### src/rtl/kmeans_pkg.sv
`default_nettype none
// ============================================================================
// Module      : kmeans_pkg
// Description : Shared widths and state encoding for the k-means assignment
//               stage and its squared-distance datapath.
// Revision    : 1.0 - initial release
// ============================================================================
package kmeans_pkg;

  localparam int COORD_W = 8;            // one unsigned coordinate
  localparam int DIST_W  = 18;           // 3 * 255^2 = 195075 < 2^18
  localparam int LABEL_W = 2;            // centroid index
  localparam int ADDR_W  = 5;            // point-memory address
  localparam int POINT_W = 3 * COORD_W;  // packed {z,y,x}

  typedef enum logic [2:0] {
    ST_IDLE = 3'd0,
    ST_LOAD = 3'd1,
    ST_CMP  = 3'd2,
    ST_WR   = 3'd3,
    ST_FIN  = 3'd4
  } state_t;

endpackage
`default_nettype wire

### src/rtl/kmeans_sqdist.sv
`default_nettype none
// ============================================================================
// Module      : kmeans_sqdist
// Description : Combinational squared Euclidean distance between two packed
//               {z,y,x} points of unsigned 8-bit coordinates.
// Ports       : a_i    - first point  {z,y,x}
//               b_i    - second point {z,y,x}
//               dist_o - (ax-bx)^2 + (ay-by)^2 + (az-bz)^2, exact
// Revision    : 1.0 - initial release
// ============================================================================
module kmeans_sqdist
  import kmeans_pkg::*;
(
  input  logic [POINT_W-1:0] a_i,
  input  logic [POINT_W-1:0] b_i,
  output logic [DIST_W-1:0]  dist_o
);

  logic [DIST_W-1:0] sq [3];

  for (genvar g = 0; g < 3; g++) begin : g_axis
    logic signed [COORD_W:0]  diff;
    logic signed [DIST_W-1:0] prod;
    assign diff  = $signed({1'b0, a_i[g*COORD_W +: COORD_W]})
                 - $signed({1'b0, b_i[g*COORD_W +: COORD_W]});
    // A square is at most 65025, so the product is non-negative and its
    // upper two bits are always zero.
    assign prod  = diff * diff;
    assign sq[g] = prod;
  end

  assign dist_o = sq[0] + sq[1] + sq[2];

endmodule
`default_nettype wire

### src/rtl/kmeans_assign_stage.sv
`default_nettype none
// ============================================================================
// Module      : kmeans_assign_stage
// Description : One k-means assignment pass: for every point in an external
//               point memory, find the nearest of K latched centroids and
//               write that index back as the point's label.
// Ports       : clk, rst        - clock, synchronous active-high reset
//               start           - request a pass (ignored while busy)
//               cent            - K packed centroids, k at [24k+23:24k]
//               busy, done      - pass in progress / end-of-pass pulse
//               changed         - labels changed in the last pass
//               converged       - last pass changed no label
//               raddr,x,y,z,label - asynchronous point-memory read port
//               we,waddr,wlabel - point-memory label write port
// Revision    : 1.0 - initial release
// ============================================================================
module kmeans_assign_stage
  import kmeans_pkg::*;
#(
  parameter int N = 11,
  parameter int K = 3
) (
  input  logic                 clk,
  input  logic                 rst,
  input  logic                 start,
  input  logic [K*POINT_W-1:0] cent,
  output logic                 busy,
  output logic                 done,
  output logic [ADDR_W-1:0]    changed,
  output logic                 converged,
  output logic [ADDR_W-1:0]    raddr,
  input  logic [COORD_W-1:0]   x,
  input  logic [COORD_W-1:0]   y,
  input  logic [COORD_W-1:0]   z,
  input  logic [LABEL_W-1:0]   label,
  output logic                 we,
  output logic [ADDR_W-1:0]    waddr,
  output logic [LABEL_W-1:0]   wlabel
);

  state_t               state_q;
  logic [K*POINT_W-1:0] cent_q;
  logic [ADDR_W-1:0]    idx_q;
  logic [LABEL_W-1:0]   k_q;
  logic [POINT_W-1:0]   pt_q;
  logic [LABEL_W-1:0]   old_q;
  logic [DIST_W-1:0]    best_d_q;
  logic [LABEL_W-1:0]   best_i_q;
  logic [ADDR_W-1:0]    changed_q;
  logic                 converged_q;
  logic                 done_q;

  logic [POINT_W-1:0]   cent_arr [K];
  logic [DIST_W-1:0]    cur_dist;

  for (genvar g = 0; g < K; g++) begin : g_cent
    assign cent_arr[g] = cent_q[g*POINT_W +: POINT_W];
  end

  kmeans_sqdist u_sqdist (
    .a_i    (pt_q),
    .b_i    (cent_arr[k_q]),
    .dist_o (cur_dist)
  );

  always_ff @(posedge clk) begin
    if (rst) begin
      state_q     <= ST_IDLE;
      cent_q      <= '0;
      idx_q       <= '0;
      k_q         <= '0;
      pt_q        <= '0;
      old_q       <= '0;
      best_d_q    <= '0;
      best_i_q    <= '0;
      changed_q   <= '0;
      converged_q <= 1'b0;
      done_q      <= 1'b0;
    end else begin
      done_q <= 1'b0;
      case (state_q)
        ST_IDLE: begin
          if (start) begin
            cent_q    <= cent;
            idx_q     <= '0;
            changed_q <= '0;
            state_q   <= ST_LOAD;
          end
        end
        ST_LOAD: begin
          pt_q     <= {z, y, x};
          old_q    <= label;
          k_q      <= '0;
          best_d_q <= '1;
          best_i_q <= '0;
          state_q  <= ST_CMP;
        end
        ST_CMP: begin
          // Strict compare: on a tie the earlier (lower) centroid is kept.
          if (cur_dist < best_d_q) begin
            best_d_q <= cur_dist;
            best_i_q <= k_q;
          end
          if (k_q == LABEL_W'(K - 1)) begin
            state_q <= ST_WR;
          end else begin
            k_q <= k_q + LABEL_W'(1);
          end
        end
        ST_WR: begin
          if (best_i_q != old_q) begin
            changed_q <= changed_q + ADDR_W'(1);
          end
          if (idx_q == ADDR_W'(N - 1)) begin
            state_q <= ST_FIN;
          end else begin
            idx_q   <= idx_q + ADDR_W'(1);
            state_q <= ST_LOAD;
          end
        end
        ST_FIN: begin
          // done is registered here, so it is seen in the first IDLE cycle.
          done_q      <= 1'b1;
          converged_q <= (changed_q == '0);
          state_q     <= ST_IDLE;
        end
        default: state_q <= ST_IDLE;
      endcase
    end
  end

  assign busy      = (state_q != ST_IDLE);
  assign we        = (state_q == ST_WR);
  assign waddr     = idx_q;
  assign wlabel    = best_i_q;
  assign raddr     = idx_q;
  assign done      = done_q;
  assign changed   = changed_q;
  assign converged = converged_q;

endmodule
`default_nettype wire
### config.mk
export PLATFORM = sky130hd
export DESIGN_NAME = kmeans_assign_stage
export DESIGN_NICKNAME = d
export VERILOG_FILES = /design/src/rtl/kmeans_pkg.sv /design/src/rtl/kmeans_sqdist.sv /design/src/rtl/kmeans_assign_stage.sv
export SDC_FILE = /design/constraint.sdc
export NUM_CORES = 1
export LEC_CHECK = 0
export CAP_MARGIN = 10
export CORE_MARGIN = 2
export CORE_UTILIZATION = 50
export DETAILED_ROUTE_END_ITERATION = 10
export HOLD_SLACK_MARGIN = 0.08
export PLACE_DENSITY = 0.81
export SLEW_MARGIN = 5
export SYNTH_ARGS = -nofsm -noshare
export SYNTH_HDL_FRONTEND = slang
export SYNTH_SLANG_ARGS = --single-unit
### constraint.sdc
create_clock -name clk -period 33.6 [get_ports clk]
set_clock_uncertainty 0.15 [all_clocks]
set_input_delay 5.04 -clock clk [delete_from_list [all_inputs] [get_ports clk]]
set_output_delay 5.04 -clock clk [all_outputs]
set_load 0.02 [all_outputs]
==> reports/metrics.yaml <==
max_stage_delay_ns: 0.69
synth-seq-cells: 135
cts_setup_buffers: 0
synth_edf_count: 0
rows: 63
cts_made_buffers: 17
drv_cap: 0
path_delay_family: "adder cells"
crit_buf_inv: 6
clkTransAtPathRegs_ns: 0.07
worstMarginPinSlew_ns: 1.16
required_ns: 33.76
drt_pass1_iterations: 7
clk_path_buf_depth: 2
clock_latency_ns: 0.44
crit_fanout: 39
grt_pass1_vias: 12400
hold_violations: 0
endpoint_kind: "register"
fmax_mhz: 81.1
yosysWarnings: 0
cts_tree: "done"
status: "completed"
synth_area_leaders: "fa_1, dfxtp_1, ha_1"
grt_pass1_wl_um: 60300
netlist.top_cell.by_area: "fa_1"
worstSetupPathType: "register to register"
num_vias: 11900
crit_top_cell: "fa_1"
dieWidth_um: 177
drive_gt1_frac: 0.0366
grt_overflow_total: 0
startpoint_type: "register"
wl_per_cell_um: 16.5
die_y_um: 177
fin_crit_sh: 0.367
antenna_found_initial: 1
ys_dominant_reg_cell: "dfxtp_1"
syn_inst: 1728
insertedDiodeCount: 0
ant_nets: 0
synth_top_area_frac: 0.299
period_minus_slack_ns: 12.32
fillCellCount: 2522
io_buffer_count: 121
grt_start_max_net_pins: 85
final-setup-viol-count: 0
dieArea_um2: 31400
finalMaxSlewViolations: 0
finalNetCount: 2297
io_pins: 122
seq_area_frac_synth: 0.180
slew_headroom: 0.224
h-tree-depth: 4
yosysMostFrequentCell: "inv_1"
synthArstFlopShare: 0
tns_ns: 0
cts-root-buf: "clkbuf_16"
drt_iter0_drc: 741
globalRouteTotalUtil: 0.244
synth_area_um2: 15000
dp_hpwl_um: 29900
cts-resized-gates: 0
hold_class: "register to register"
cts_num_sinks: 135
syn_area_per_cell_um2: 8.68
synthDistinctLibCells: 56
drc: 0
syn-num-nets: 2207
gp_congestion: 0.942
core_um2: 29600
cp.arrival_ns: 12.49
vias_per_cell: 5.36
start_util: 0.507
syn_to_final_growth_pct: 14.4
drt-total-wl_um: 36700
ctsHoldBuffers: 0
synth_common_cells: "inv_1, nand2_1, fa_1"
rsz0062_at_grt: "false"
crit_path_top_delay_cell: "or4_4"
==> final timing paths <==
| check | start | endpoint | slack [ns] | cells after the start |
|---|---|---|---|---|
| worst min-delay path | cent_q[43]$_SDFFE_PP0P_ | cent_q[43]$_SDFFE_PP0P_ | 0.30 | 2 |
| worst min register to register | cent_q[43]$_SDFFE_PP0P_ | cent_q[43]$_SDFFE_PP0P_ | 0.30 | 2 |
| worst max-delay path | k_q[1]$_SDFFE_PP0P_ | best_d_q[10]$_SDFFE_PP0P_ | 21.28 | 39 |
| worst max register to register | k_q[1]$_SDFFE_PP0P_ | best_d_q[10]$_SDFFE_PP0P_ | 21.28 | 39 |
==> cell families after synthesis <==
family	Yosys count	synth area share
xor+xnor	68	0.0406
fa+ha+maj	378	0.428
buf+inv	372	0.0961
flops	135	0.180
compound gates	250	0.0987
mux	29	0.0195
simple gates	496	0.137
==> cell type report <==
class | instances | area (um2) | share of cell area
timing repair buffer | 135 | 1310 | 0.0766
tap | 390 | 488 | 0.0285
inverter | 308 | 1160 | 0.0674
sequential | 135 | 2700 | 0.158
multi-input combinational | 1221 | 10900 | 0.633
clock inverter | 15 | 203 | 0.0118
clock buffer | 17 | 425 | 0.0248
==> sequential cells by signal, summed over array words and instances (netlist names) <==
register   count
state_q        3
raddr          5
wlabel         2
done           1
cent_q        72
best_d_q      18
changed        5
old_q          2
converged      1
k_q            2
pt_q          24
==> per-stage QoR <==
step	utilization	instance area, um2	instances	setup WS (ns)	hold WS (ns)
6_report	0.580	17100	2221	21.28	0.304
5_1_grt	0.580	17100	2221	20.65	0.321
4_1_cts	0.580	17100	2221	21.34	0.305
3_5_place_dp	0.559	16500	2189	21.39	0.296
3_3_place_gp	0.559	16500	2189	21.91	0.292
2_1_floorplan	-	15000	1728	22.73	0.286
==> placed cells by master (no fill, tap or decap), types with 7 or more instances in the layout <==
cell type / synthesis / layout
clkbuf_16: 0 / 17
nand2_1: 270 / 269
nand2b_1: 9 / 9
xnor2_1: 45 / 45
a21o_1: 13 / 13
nor2_1: 145 / 145
and2_1: 9 / 8
o21ai_0: 22 / 22
ha_1: 154 / 154
mux2i_1: 27 / 27
clkdlybuf4s50_1: 0 / 120
xor2_1: 22 / 22
dfxtp_1: 135 / 135
o21a_1: 7 / 7
a21boi_0: 7 / 7
buf_4: 5 / 15
fa_1: 224 / 224
nand3_1: 10 / 10
a21oi_1: 150 / 150
inv_1: 303 / 303
a311oi_1: 18 / 18
nand4_1: 8 / 8
nor3_1: 11 / 11
==> metal layers <==
| metal | GRT usage | up-vias | share of wire |
|---|---|---|---|
| met2 | 0.441 | 394 | 0.52 |
| met3 | 0.0363 | 94 | 0.054 |
| met4 | 0.0840 | 0 | 0.032 |
| li1 | - | 5586 | - |
| met5 | 0 | - | 0 |
| met1 | 0.296 | 5838 | 0.39 |
==> worst register-to-register path: cells and delay by family (launching register included) <==
kind,cells,cell delay [ns]
fa+ha+maj,12,5.26
flops,1,0.31
compound gates,12,2.98
buf+inv,6,1.15
simple gates,9,2.37
Power is not shown: default switching activity piles up to over one toggle a cycle in this logic, so the estimate is an artifact.
